`src/rtl/cflog_pkg.sv`:
```
// Shared definitions for the control-flow log pointer controller.
package cflog_pkg;

  // Controller state: RUN writes entries, FULL waits for the log to be consumed.
  typedef enum logic {
    ST_RUN  = 1'b0,
    ST_FULL = 1'b1
  } state_t;

  // One log entry is {src, dest}, i.e. two 16-bit words.
  localparam logic [15:0] ENTRY_WORDS = 16'd2;

endpackage

```
`src/rtl/cflog_evt_fifo.sv`:
```
// Small event buffer holding {src, dest} pairs; DEPTH must be a power of two >= 2.
module cflog_evt_fifo #(
  parameter int DEPTH = 4
) (
  input  logic        clk,
  input  logic        rst_n,
  input  logic        push,
  input  logic        pop,
  input  logic [31:0] din,
  output logic [31:0] dout,
  output logic        full,
  output logic        empty
);

  localparam int AW = $clog2(DEPTH);

  logic [31:0] mem [DEPTH];
  logic [AW:0] wptr;
  logic [AW:0] rptr;

  // Extra pointer MSB distinguishes full from empty when the indices match.
  assign empty = (wptr == rptr);
  assign full  = (wptr[AW] != rptr[AW]) && (wptr[AW-1:0] == rptr[AW-1:0]);
  assign dout  = mem[rptr[AW-1:0]];

  // Read/write pointers; the caller never pushes when full or pops when empty.
  always_ff @(posedge clk or negedge rst_n) begin
    if (!rst_n) begin
      wptr <= '0;
      rptr <= '0;
    end else begin
      if (push) wptr <= wptr + (AW+1)'(1);
      if (pop)  rptr <= rptr + (AW+1)'(1);
    end
  end

  // Storage needs no reset: contents are only visible through valid pointers.
  always_ff @(posedge clk) begin
    if (push) mem[wptr[AW-1:0]] <= din;
  end

endmodule

```
`src/rtl/cflog_ptr_ctrl.sv`:
```
// Buffers control-flow events and writes them as 2-word entries into cflogmem,
// stopping when the log is full until the consumer acknowledges a flush.
module cflog_ptr_ctrl
  import cflog_pkg::*;
#(
  parameter logic [15:0] CFLOW_LOGS_SIZE = 16'h0100,
  parameter int          FIFO_DEPTH      = 4
) (
  input  logic        mclk,
  input  logic        puc_rst_n,
  input  logic        evt_valid,
  input  logic [15:0] evt_src,
  input  logic [15:0] evt_dest,
  output logic        evt_ready,
  input  logic        spec_hold,
  input  logic        flush_ack,
  output logic [15:0] cflow_logs_ptr_din,
  output logic [15:0] cflow_src,
  output logic [15:0] cflow_dest,
  output logic        cflow_hw_wen,
  output logic        flush_req,
  output logic        ovf
);

  state_t      state;
  logic [15:0] ptr;
  logic [16:0] ptr_nxt;
  logic        fifo_full;
  logic        fifo_empty;
  logic [31:0] head;
  logic        push;
  logic        pop;

  // 17-bit sum so the room check cannot be fooled by 16-bit wrap.
  assign ptr_nxt   = {1'b0, ptr} + {1'b0, ENTRY_WORDS};
  assign evt_ready = ~fifo_full;
  assign push      = evt_valid & ~fifo_full;
  assign pop       = (state == ST_RUN) & ~fifo_empty & ~spec_hold &
                     (ptr_nxt <= {1'b0, CFLOW_LOGS_SIZE});

  assign cflow_hw_wen       = pop;
  assign cflow_src          = pop ? head[31:16] : '0;
  assign cflow_dest         = pop ? head[15:0]  : '0;
  assign cflow_logs_ptr_din = pop ? ptr_nxt[15:0] : ptr;
  assign flush_req          = (state == ST_FULL);

  cflog_evt_fifo #(.DEPTH(FIFO_DEPTH)) u_fifo (
    .clk   (mclk),
    .rst_n (puc_rst_n),
    .push  (push),
    .pop   (pop),
    .din   ({evt_src, evt_dest}),
    .dout  (head),
    .full  (fifo_full),
    .empty (fifo_empty)
  );

  // State and pointer: advance on each write, park in FULL once the log is filled.
  always_ff @(posedge mclk or negedge puc_rst_n) begin
    if (!puc_rst_n) begin
      state <= ST_RUN;
      ptr   <= '0;
    end else begin
      case (state)
        ST_RUN: begin
          if (pop) begin
            ptr <= ptr_nxt[15:0];
            if (ptr_nxt[15:0] == CFLOW_LOGS_SIZE) state <= ST_FULL;
          end
        end
        ST_FULL: begin
          if (flush_ack) begin
            state <= ST_RUN;
            ptr   <= '0;
          end
        end
        default: state <= ST_RUN;
      endcase
    end
  end

  // Sticky overflow: a new drop in the same cycle as the flush keeps it set.
  always_ff @(posedge mclk or negedge puc_rst_n) begin
    if (!puc_rst_n) begin
      ovf <= 1'b0;
    end else if (evt_valid && fifo_full) begin
      ovf <= 1'b1;
    end else if ((state == ST_FULL) && flush_ack) begin
      ovf <= 1'b0;
    end
  end

endmodule

```
`config.mk`:
```
export PLATFORM = sky130hd
export DESIGN_NAME = cflog_ptr_ctrl
export DESIGN_NICKNAME = d
export VERILOG_FILES = /design/src/rtl/cflog_pkg.sv /design/src/rtl/cflog_evt_fifo.sv /design/src/rtl/cflog_ptr_ctrl.sv
export SDC_FILE = /design/constraint.sdc
export NUM_CORES = 1
export LEC_CHECK = 0
export ABC_AREA = 1
export BUFFER_PORTS_ARGS = -buffer_cell sky130_fd_sc_hd__buf_2
export CORE_MARGIN = 2
export CORE_UTILIZATION = 40
export DETAILED_ROUTE_END_ITERATION = 7
export GPL_ROUTABILITY_DRIVEN = 0
export HOLD_SLACK_MARGIN = 0.02
export SETUP_SLACK_MARGIN = 0.1
export SLEW_MARGIN = 10
export SYNTH_ARGS = -nofsm -noshare
export SYNTH_HDL_FRONTEND = slang
export SYNTH_SLANG_ARGS = --single-unit
```
`constraint.sdc`:
```
create_clock -name mclk -period 3.05 [get_ports mclk]
set_input_delay 0.4575 -clock mclk [delete_from_list [all_inputs] [get_ports mclk]]
set_output_delay 0.4575 -clock mclk [all_outputs]
set_load 0.02 [all_outputs]
```
==> results.sh <==
export IMPL_run_status="finished clean"
export IMPL_p_per_area_mw_per_mm2=639
export IMPL_die_area_mm2=0.0178
export IMPL_grt_pass1_vias=4555
export IMPL_core_area_mm2=0.0165
export IMPL_drt_iter0_drc=264
export IMPL_ys_seq_area_share_pct=65.8
export IMPL_start_util_pct=40.6
export IMPL_yosys_cell_types_count=32
export IMPL_syn_avg_cell_area_um2=11.0
export IMPL_final_area_mm2=0.00885
export IMPL_crit_path_max_fanout=5
export IMPL_fmax_mhz=338
export IMPL_hold_viol=0
export IMPL_reg2reg_slack_ps=770
export IMPL_rsz0062_at_grt="yes"
export IMPL_hpwlAfterDp_um=9280
export IMPL_ir_drop_mv=0.416
export IMPL_yosysWarningCount=0
export IMPL_cts_sinks=151
export IMPL_p_leak_uw=0.00329
export IMPL_antennaDiodeCount=0
export IMPL_pin_count=89
export IMPL_arrival_ps=2500
export IMPL_totalWireLength_um=16200
export IMPL_grtUsageTotal_pct=18.0
export IMPL_cts_hold_buf=0
export IMPL_hold_class="primary input to async pin"
export IMPL_clk_latency_ps=420
export IMPL_final_cells=949
export IMPL_layout_common_cells="nor2_1 (142), edfxtp_1 (128), o21ai_0 (66), nand2_1 (59), buf_2 (47)"
export IMPL_final_common_cell="nor2_1"
export IMPL_startpoint_type="flop"
export IMPL_dr_pass1_iters=4
export IMPL_remaining_drc_errors=0
export IMPL_via_per_inst=4.99
export IMPL_post_route_min_period_ps=2960
export IMPL_cts_tree="built"
export IMPL_overflow=0
export IMPL_setup_violations=0
export IMPL_ant_nets=0
export IMPL_die_width_um=134
export IMPL_required_ps=2590
export IMPL_post_route_cells_drive_above_1_share_pct=32.8
export IMPL_fin_crit_sh_pct=97.0
export IMPL_post_route_util_pct=53.6
export IMPL_synth_cells=609
export IMPL_drv_cap=0
export IMPL_synthToLayoutAreaGrowth_pct=31.8
export IMPL_clkTransAtPathRegs_ps=60
export IMPL_rows=47
export IMPL_cts_buffers=17
export IMPL_rr_startpoint="u_fifo.rptr[2]"
export IMPL_cp_startpoint="ptr[2]"
export IMPL_drv_slew=0
export IMPL_end_kind="primary output"
export IMPL_synthesis_nets=652
export IMPL_crit_type="flop to primary output"
export IMPL_cts_buffer_depth=2
export IMPL_crit_end="cflow_logs_ptr_din[3]"
export IMPL_setup_tns_ps=0
export IMPL_postPlaceCellArea_mm2=0.00743
export IMPL_finClkSkew_ps=7.61
export IMPL_ys_ff_latch=151
export IMPL_grt_max_degree=66
export IMPL_htreeDepth=4
export IMPL_grt_antenna_before_repair=1
export IMPL_relSlewSlack_pct=54.4
export IMPL_vias=4738
export IMPL_drt_wirelength_per_cell_um=17.0
export IMPL_reg2reg_to="u_fifo.mem[2][20]"
export IMPL_die_y_um=134
export IMPL_numPortBuffers=87
export IMPL_syn_area_mm2=0.00672
export IMPL_nNetsFinal=759
export IMPL_reg2reg_depth=5
export IMPL_root_buffer="clkbuf_16"
export IMPL_grt_pass1_wl_um=24200
export IMPL_dp_cells=897
export IMPL_tightest_slew_ps=685
[sequential cells by signal (all words and copies together), names as in the netlist]
signal / cells
ovf: 1
u_fifo.rptr: 3
flush_req: 1
u_fifo.wptr: 3
u_fifo.mem: 128
ptr: 15
[worst min-delay path by stage]
| stage | slack [ps] | end | cells after the start | start |
|---|---|---|---|---|
| finish | 7 | ptr[11] | 1 | puc_rst_n |
| global route | 40 | ptr[12] | 1 | puc_rst_n |
| CTS | 20 | ptr[11] | 1 | puc_rst_n |
| detailed placement | 480 | ptr[11] | 1 | puc_rst_n |
| global placement | 470 | ptr[10] | 1 | puc_rst_n |
| floorplan | 160 | flush_req | 0 | puc_rst_n |
[area by class of cell]
type	count	area [um2]
repair buffers	122	1090
inverters	28	105
flip-flops and latches	151	4430
clock inverters	12	110
fillers	1385	7670
clock buffers	20	437
well taps	220	275
multi-input cells	396	2400
[metrics by stage]
| stage | power, uW | hold WS, ps | setup slack, ps |
|---|---|---|---|
| floorplan | 3310 | 162 | 138 |
| global placement | 3650 | 467 | 307 |
| detailed placement | 3680 | 478 | 243 |
| CTS | 5630 | 23.6 | 99.1 |
| global route | 5920 | 38.0 | -10.3 |
| finish | 5650 | 6.72 | 90.2 |
[kinds of logic (layout without fill, tap and decap cells)]
logic type               Yosys count  count (layout)  synth area share [%]
adder cells (fa/ha/maj)            6               6                  1.12
flip-flops                       151             151                  65.8
buffers and inverters             63             182                  4.56
XOR/XNOR                          11              11                  1.43
other                              1               1                0.0558
AND/OR/NAND/NOR                  270             271                  17.0
AO/OA/AOI/OAI                    107             107                  10.0
[where the power goes]
group	internal, uW	switching [uW]
combinational	268	685
sequential	2650	98.9
clock	1180	766
total	4100	1550
[repair_timing]
action	in CTS	in global routing
setup buffers	8	7
pin swaps	4	19
endpoints found under the setup margin	41	41
cloned	2	3
resized for setup	31	133
hold endpoints to repair	0	0
[critical path: stages, from the launching register on]
cell	delay, ps
dfrtp_1	420
ha_4	200
or2_4	240
nand2_4	60
nand2_2	50
nor2_1	90
nand2_1	70
nor2_2	140
nand2_2	90
nand2_4	140
nand2_8	110
clkbuf_16	180
nand2_1	80
nand2_2	70
buf_6	130
[per-layer routing]
layer	wire, um	track usage [%]	up-vias	part of all wire, %
met1	7020	22.8	2303	43
met3	915	5.59	26	5.7
li1	-	-	2271	-
met4	248	6.21	2	1.5
met2	7970	29.5	136	49
met5	16	0	-	0.099
[synthesized netlist by cell type]
master | instances | area, um2
a21oi_1 | 8 | 40.0
a21oi_2 | 28 | 245
a21oi_4 | 2 | 32.5
a31o_2 | 1 | 8.76
buf_1 | 4 | 15.0
buf_12 | 4 | 80.1
buf_2 | 1 | 5.00
buf_4 | 1 | 7.51
clkbuf_1 | 25 | 93.8
clkinv_1 | 1 | 3.75
conb_1 | 1 | 3.75
dfrtp_1 | 23 | 576
edfxtp_1 | 128 | 3840
ha_1 | 6 | 75.1
inv_1 | 27 | 101
nand2_1 | 75 | 282
nand2_2 | 8 | 50.1
nand2_4 | 2 | 22.5
nand3_1 | 18 | 90.1
nand3_2 | 2 | 20.0
nand3b_1 | 3 | 22.5
nand4_1 | 3 | 18.8
nor2_1 | 150 | 563
nor2_2 | 5 | 31.3
nor2_4 | 1 | 11.3
nor2_8 | 1 | 20.0
nor3_1 | 1 | 5.00
o21ai_0 | 66 | 330
o21bai_1 | 2 | 15.0
or2_2 | 1 | 6.26
xnor2_1 | 4 | 35.0
xor2_1 | 7 | 61.3
Note: power is estimated with default switching activity, not from simulation.
